--- src/rtl/mem_stage_ctrl.sv ---
// MEM pipeline stage controller: sequences one data-memory access per instruction,
// stalls upstream while memory is busy, aborts on timeout and owns the MEM/WB register.
module mem_stage_ctrl #(
  parameter int TIMEOUT = 15
) (
  input  logic        clk,
  input  logic        rst,
  input  logic        MemRead,
  input  logic        MemWrite,
  input  logic        RegWrite,
  input  logic        MemToReg,
  input  logic [15:0] alu_result,
  input  logic [15:0] store_data,
  input  logic [3:0]  rd,
  output logic        mem_req,
  output logic        mem_we,
  output logic [15:0] mem_addr,
  output logic [15:0] mem_wdata,
  input  logic [15:0] mem_rdata,
  input  logic        mem_ready,
  output logic        stall,
  output logic        mem_err,
  output logic        wb_RegWrite,
  output logic        wb_MemToReg,
  output logic [15:0] wb_data,
  output logic [3:0]  wb_rd
);

  localparam logic [7:0] TIMEOUT_C = 8'(TIMEOUT);

  typedef enum logic {IDLE, BUSY} state_t;

  state_t      state;
  logic [7:0]  wait_cnt;
  logic        access;
  logic        is_busy;
  logic        abort;
  logic        eff_mem_to_reg;
  logic        bubble;

  assign access    = MemRead | MemWrite;
  assign is_busy   = (state == BUSY);
  assign abort     = is_busy & (wait_cnt == TIMEOUT_C);
  assign mem_req   = (~is_busy & access) | is_busy;
  assign mem_we    = MemWrite;
  assign mem_addr  = alu_result;
  assign mem_wdata = store_data;
  assign stall     = mem_req & ~mem_ready & ~abort;

  // A simultaneous read+write is a store, so it never selects memory data for writeback.
  assign eff_mem_to_reg = MemToReg & ~(MemRead & MemWrite);

  // Completion wins over abort when mem_ready arrives on the timeout cycle.
  assign bubble = stall | (abort & ~mem_ready);

  always_ff @(posedge clk) begin
    if (rst) begin
      state       <= IDLE;
      wait_cnt    <= 8'd0;
      mem_err     <= 1'b0;
      wb_RegWrite <= 1'b0;
      wb_MemToReg <= 1'b0;
      wb_data     <= 16'd0;
      wb_rd       <= 4'd0;
    end else begin
      mem_err <= abort & ~mem_ready;

      case (state)
        IDLE: begin
          if (access && !mem_ready) begin
            state    <= BUSY;
            wait_cnt <= 8'd1;
          end
        end
        BUSY: begin
          if (mem_ready || abort) begin
            state    <= IDLE;
            wait_cnt <= 8'd0;
          end else begin
            wait_cnt <= wait_cnt + 8'd1;
          end
        end
        default: begin
          state    <= IDLE;
          wait_cnt <= 8'd0;
        end
      endcase

      // A bubble only kills the write enable; the data fields keep their last value.
      if (bubble) begin
        wb_RegWrite <= 1'b0;
      end else begin
        wb_RegWrite <= RegWrite;
        wb_MemToReg <= eff_mem_to_reg;
        wb_data     <= eff_mem_to_reg ? mem_rdata : alu_result;
        wb_rd       <= rd;
      end
    end
  end

endmodule

--- config.mk ---
export PLATFORM = sky130hd
export DESIGN_NAME = mem_stage_ctrl
export DESIGN_NICKNAME = d
export VERILOG_FILES = /design/src/rtl/mem_stage_ctrl.sv
export SDC_FILE = /design/constraint.sdc
export NUM_CORES = 1
export LEC_CHECK = 0
export CAP_MARGIN = 30
export CORE_ASPECT_RATIO = 1.2
export CORE_UTILIZATION = 39
export CTS_CLUSTER_SIZE = 8
export DETAILED_ROUTE_END_ITERATION = 7
export PLACE_DENSITY = 0.85
export SLEW_MARGIN = 20
export SYNTH_ARGS = -nofsm -noshare
export SYNTH_HDL_FRONTEND = slang
export SYNTH_SLANG_ARGS = --single-unit
--- constraint.sdc ---
create_clock -name clk -period 3.82 [get_ports clk]
set_clock_uncertainty 0.15 [all_clocks]
set_input_delay 0.382 -clock clk [delete_from_list [all_inputs] [get_ports clk]]
set_output_delay 0.382 -clock clk [all_outputs]
set_load 0.1 [all_outputs]
After elaboration in Yosys (flattened, before gate mapping) --
Cells that the tools add are included. Widths: inputs -> output; s select.
Word-level totals: bits in registers 32, latch bits 0, RAM bits 0, memory bits (read-only) 0, bits of input ports 59, output and inout port bits 58, logic and storage cells 35, memories 0
Operators by class: add/sub/neg operators 1, multipliers 0, divide/modulo/power cells 0, magnitude comparators 0, eq/ne operators 2, shift-type cells 0, muxes and demuxes 7, bitwise gates (word level) 14, reduce and logical (&&, ||, !) cells 4
Operator list (count):
- $mux 16 | 1
- $mux 8 | 2
- $pmux 8 s2 | 1
- $add 8x1->8 const B | 1
- $eq 8x4->1 const B | 1
- $and 1x1->1 | 7
- $not 1->1 | 4
- $or 1x1->1 | 3
- $mux 1 | 2
- $ne 2x1->1 const B | 1
- $pmux 1 s2 | 1
- $reduce_or 2->1 | 1
- $logic_and 1x1->1 | 1
- $logic_not 1->1 | 1
- $logic_or 1x1->1 | 1

Longest topological paths before layout --
depth after elaboration 7, depth in mapped cells 5, depth with buffers taken out 5

Worst setup path before layout --
OpenSTA, ideal clock, no wires.
path type register -> output, start register state, in the netlist is_busy, end output port stall, arrival time 2449 ps, required time 3288 ps, setup slack 839 ps, cell stages (with the launch flop) 6, buffers on the path 2, cells stage by stage dfxtp_1 or3_4 nand2b_2 buf_6 buf_6 nor2_1
On the way: longest elaborated chain between the ends 5, elaborated cells on any way between the ends 7, classes of those cells bitwise (7)
Ends and longest elaborated chain:
- start: declaration | RTL line 33 | state_t state;
- start signal: assignment | RTL line 58 | state <= IDLE;
- start signal: assignment | RTL line 71 | state <= BUSY;
- start signal: assignment | RTL line 77 | state <= IDLE;
- $not 1->1
- $and 1x1->1 | RTL line 44 | assign mem_req = (~is_busy & access) | is_busy;
- $or 1x1->1 * | RTL line 44
- named net mem_req | RTL line 15 | output logic mem_req,
- $and 1x1->1 * (2 in a row) | RTL line 48 | assign stall = mem_req & ~mem_ready & ~abort;
- end: declaration | RTL line 21 | output logic stall,
The timed path passes the listed nets; every way through them passes the cells marked *.

Worst setup path after layout --
start input port MemWrite, end output port mem_req
On the way: longest elaborated chain between the ends 3
Ends and longest elaborated chain:
- start: declaration | RTL line 9 | input logic MemWrite,
- $or 1x1->1 | RTL line 41 | assign access = MemRead | MemWrite;
- $and 1x1->1 | RTL line 44
- $or 1x1->1 | RTL line 44
- end: declaration | RTL line 15
Every way passes these cells.

==> impl_results.md <==
- Layout cells sized above 1: 15.51%
- GR met1 Demand/Resource: between 15 and 20%
- Final period util: roughly 73%
- Die Height: 76.97 um
- Area leader, netlist: dfxtp_1
- Initial Util: 41.91%
- Maximum vdd drop: between 0.15 and 0.2 mV
- Register area: about 640 sq um
- Vias per inst: 5.040
- Top area cells in the synthesized netlist: dfxtp_1 (35%), buf_4 (14%), a211oi_2 (11%)
- Warnings from Yosys: 0
- Post-CTS sizing: 0
- Chip width: 64.48 um
- WHS: 0.3051 ns
- Routed len/inst: approximately 14 um
- Mapped Area: 1827 sq um
- Crit. End Element: primary output
- Post-Syn Nets: around 250
- GR peak layer: met2
- Sink Count: 32
- Port Buffers: 84
- Crit path kind: input pin to primary output
- Met3 Use GR: between 5 and 6%
- TritonCTS buffer count: 5
- First-pass GRT wire length: roughly 6700 um
- FF+latch count, synth: 32
- Clock slew seen by the registers of the worst setup and hold paths: 0.06 ns
- List of most frequent post-synthesis cells: buf_4 (35), dfxtp_1 (32), nor2_1 (26), a211oi_2 (16), mux2i_1 (16)
- Final #Nets: about 300
- Setup tns final: 0 ns
- Longest Clk Path Bufs: 2
- Seq/Total Area, Yosys: a little over a third
- DRT Pass-1 Iters: 4
- Root Buffer: clkbuf_8
- Power per Cell Area: 438.8 nW/um^2
- Largest net degree at the start of global routing: 37
- Syn_area_per_cell: between 9 and 10 sq um
- Crit-path max FO: 4
- Post-DP HPWL: ~3100 um
- Status: finished clean
- Top-area cell type share of the netlist area: around a third
- Post-route ant nets: 0
- Via count: 1517
- Met2 Use GR: a little under a third
- Final Hold Vio Count: 0
- Area delta synth->final: 39.59%
- Number of max-cap violations: 0
- Crit path launch type: input pin
- Post-synth EDFFs: 0
- Clock latency at the later pin of the worst-skew pair: about 0.28 ns
- Most used DFF post-synth: dfxtp_1
- Diode count: 0
- Asr flop ratio synth: 0%
- Max H-tree Level: 2
- Fill count: roughly 400
- Most common cell in the netlist: buf_4
- Row count: 26
- Least-Margin Pin Slew: 0.9874 ns
- Netlist cell types: 40
- CTS Hold Bufs: 0
- Final RePlAce weighted congestion: slightly above 0.8
- Drc violations: 0
- Post-CTS Setup Bufs: 0
- DRT Wirelength: ~4100 um
- Multi-input gate area in the final layout: roughly 860 sq um
- DR iter-0 viols: 36
- Antenna violations before repair: 0
- WP data required: between 3 and 4 ns
- RSZ-0062 raised after global routing: false
- Total global routing overflow: 0
- Rel. slew slack: between 30% and 40%
- Leakage: 0.0009429 uW
- Maximum clock rate: between 300 and 400 MHz
- Final setup violation count: 0
- Core area: around 4400 sq um
- Minimum clock period after layout: between 2 and 3 ns
- Min-Delay Path Class: register to register
- Vias in the first global route: between 1500 and 2000
- I/O pin cnt: 117
- Syn Inst Count: between 150 and 200
- GRT Total Usage: around 17%
- Max Slew Vio Count: 0
- Die area: approximately 5000 sq um
- CTS tree: done
- Worst EP arrival: between 2 and 2.5 ns
area by class of cell:
type	count	share of cell area, %
Multi-Input combinational cell	118	33.86
Timing Repair Buffer	86	33.17
Sequential cell	32	25.12
Clock buffer	7	3.778
Tap cell	56	2.748
Clock inverter	1	1.178
Inverter	1	0.1472
report_power, final:
group,internal (uW),switching (uW)
registers,354,11.0
clock network,230,122
logic,117,285
cell families after synthesis:
group                    synth area share [%]
AND/OR/NAND/NOR                         17.47
adder cells (fa/ha/maj)                0.6848
flip-flops                              35.07
AO/OA/AOI/OAI                           20.14
buffers and inverters                   17.88
multiplexers                            8.767
per-stage QoR:
stage                     util (%)  cell area, sq um  std cells  power, uW  worst slack [ns]
final                        58.50              2550        301       1119             1.032
after global routing         58.50              2550        301       1163            0.9910
after CTS                    58.50              2550        301       1129             1.026
after detailed placement     55.60              2424        293      776.4             1.031
after global placement       55.60              2424        293      771.7             1.053
after floorplan                  -              1827        194      757.9            0.8392
final timing paths:
check / startpoint / endpoint / slack [ns] / cells after the start
setup / recovery: MemWrite / mem_req / 1.03 / 3
hold / removal: wb_rd[1]$_SDFFE_PP0N_ / wb_rd[1]$_SDFFE_PP0N_ / 0.31 / 2
setup reg to reg: is_busy$_SDFF_PP0_ / wb_data[4]$_SDFFE_PP0N_ / 1.82 / 5
hold reg to reg: wb_rd[1]$_SDFFE_PP0N_ / wb_rd[1]$_SDFFE_PP0N_ / 0.31 / 2
placed cells by master (no fill, tap or decap), types with 2 or more instances in the layout:
cell type | Yosys | routed
a21oi_1 | 7 | 7
clkbuf_8 | 0 | 7
mux2i_1 | 16 | 16
nor3b_1 | 2 | 2
o21ai_0 | 5 | 5
nor3_1 | 3 | 3
a211oi_2 | 16 | 16
nand3_1 | 2 | 2
buf_4 | 35 | 4
nor2b_1 | 2 | 2
nor2_1 | 26 | 26
dfxtp_1 | 32 | 32
clkdlybuf4s50_1 | 0 | 81
nand2_1 | 14 | 14
nor4_1 | 2 | 2
state kept, by name, indices dropped and copies added (netlist names):
| register | cells |
|---|---|
| wb_RegWrite | 1 |
| wait_cnt | 8 |
| wb_rd | 4 |
| wb_MemToReg | 1 |
| is_busy | 1 |
| wb_data | 16 |
| mem_err | 1 |
worst max-delay path, stage by stage:
cell and delay (ns):
clkdlybuf4s50_1 0.47, or3_4 0.42, clkdlybuf4s50_1 0.98
per-layer routing:
metal	wire length, um	up-vias
li1	-	747
met2	2003	67
met1	1682	699
met5	0	-
met4	48	0
met3	376	4
Note: power is estimated with default switching activity, not from simulation.
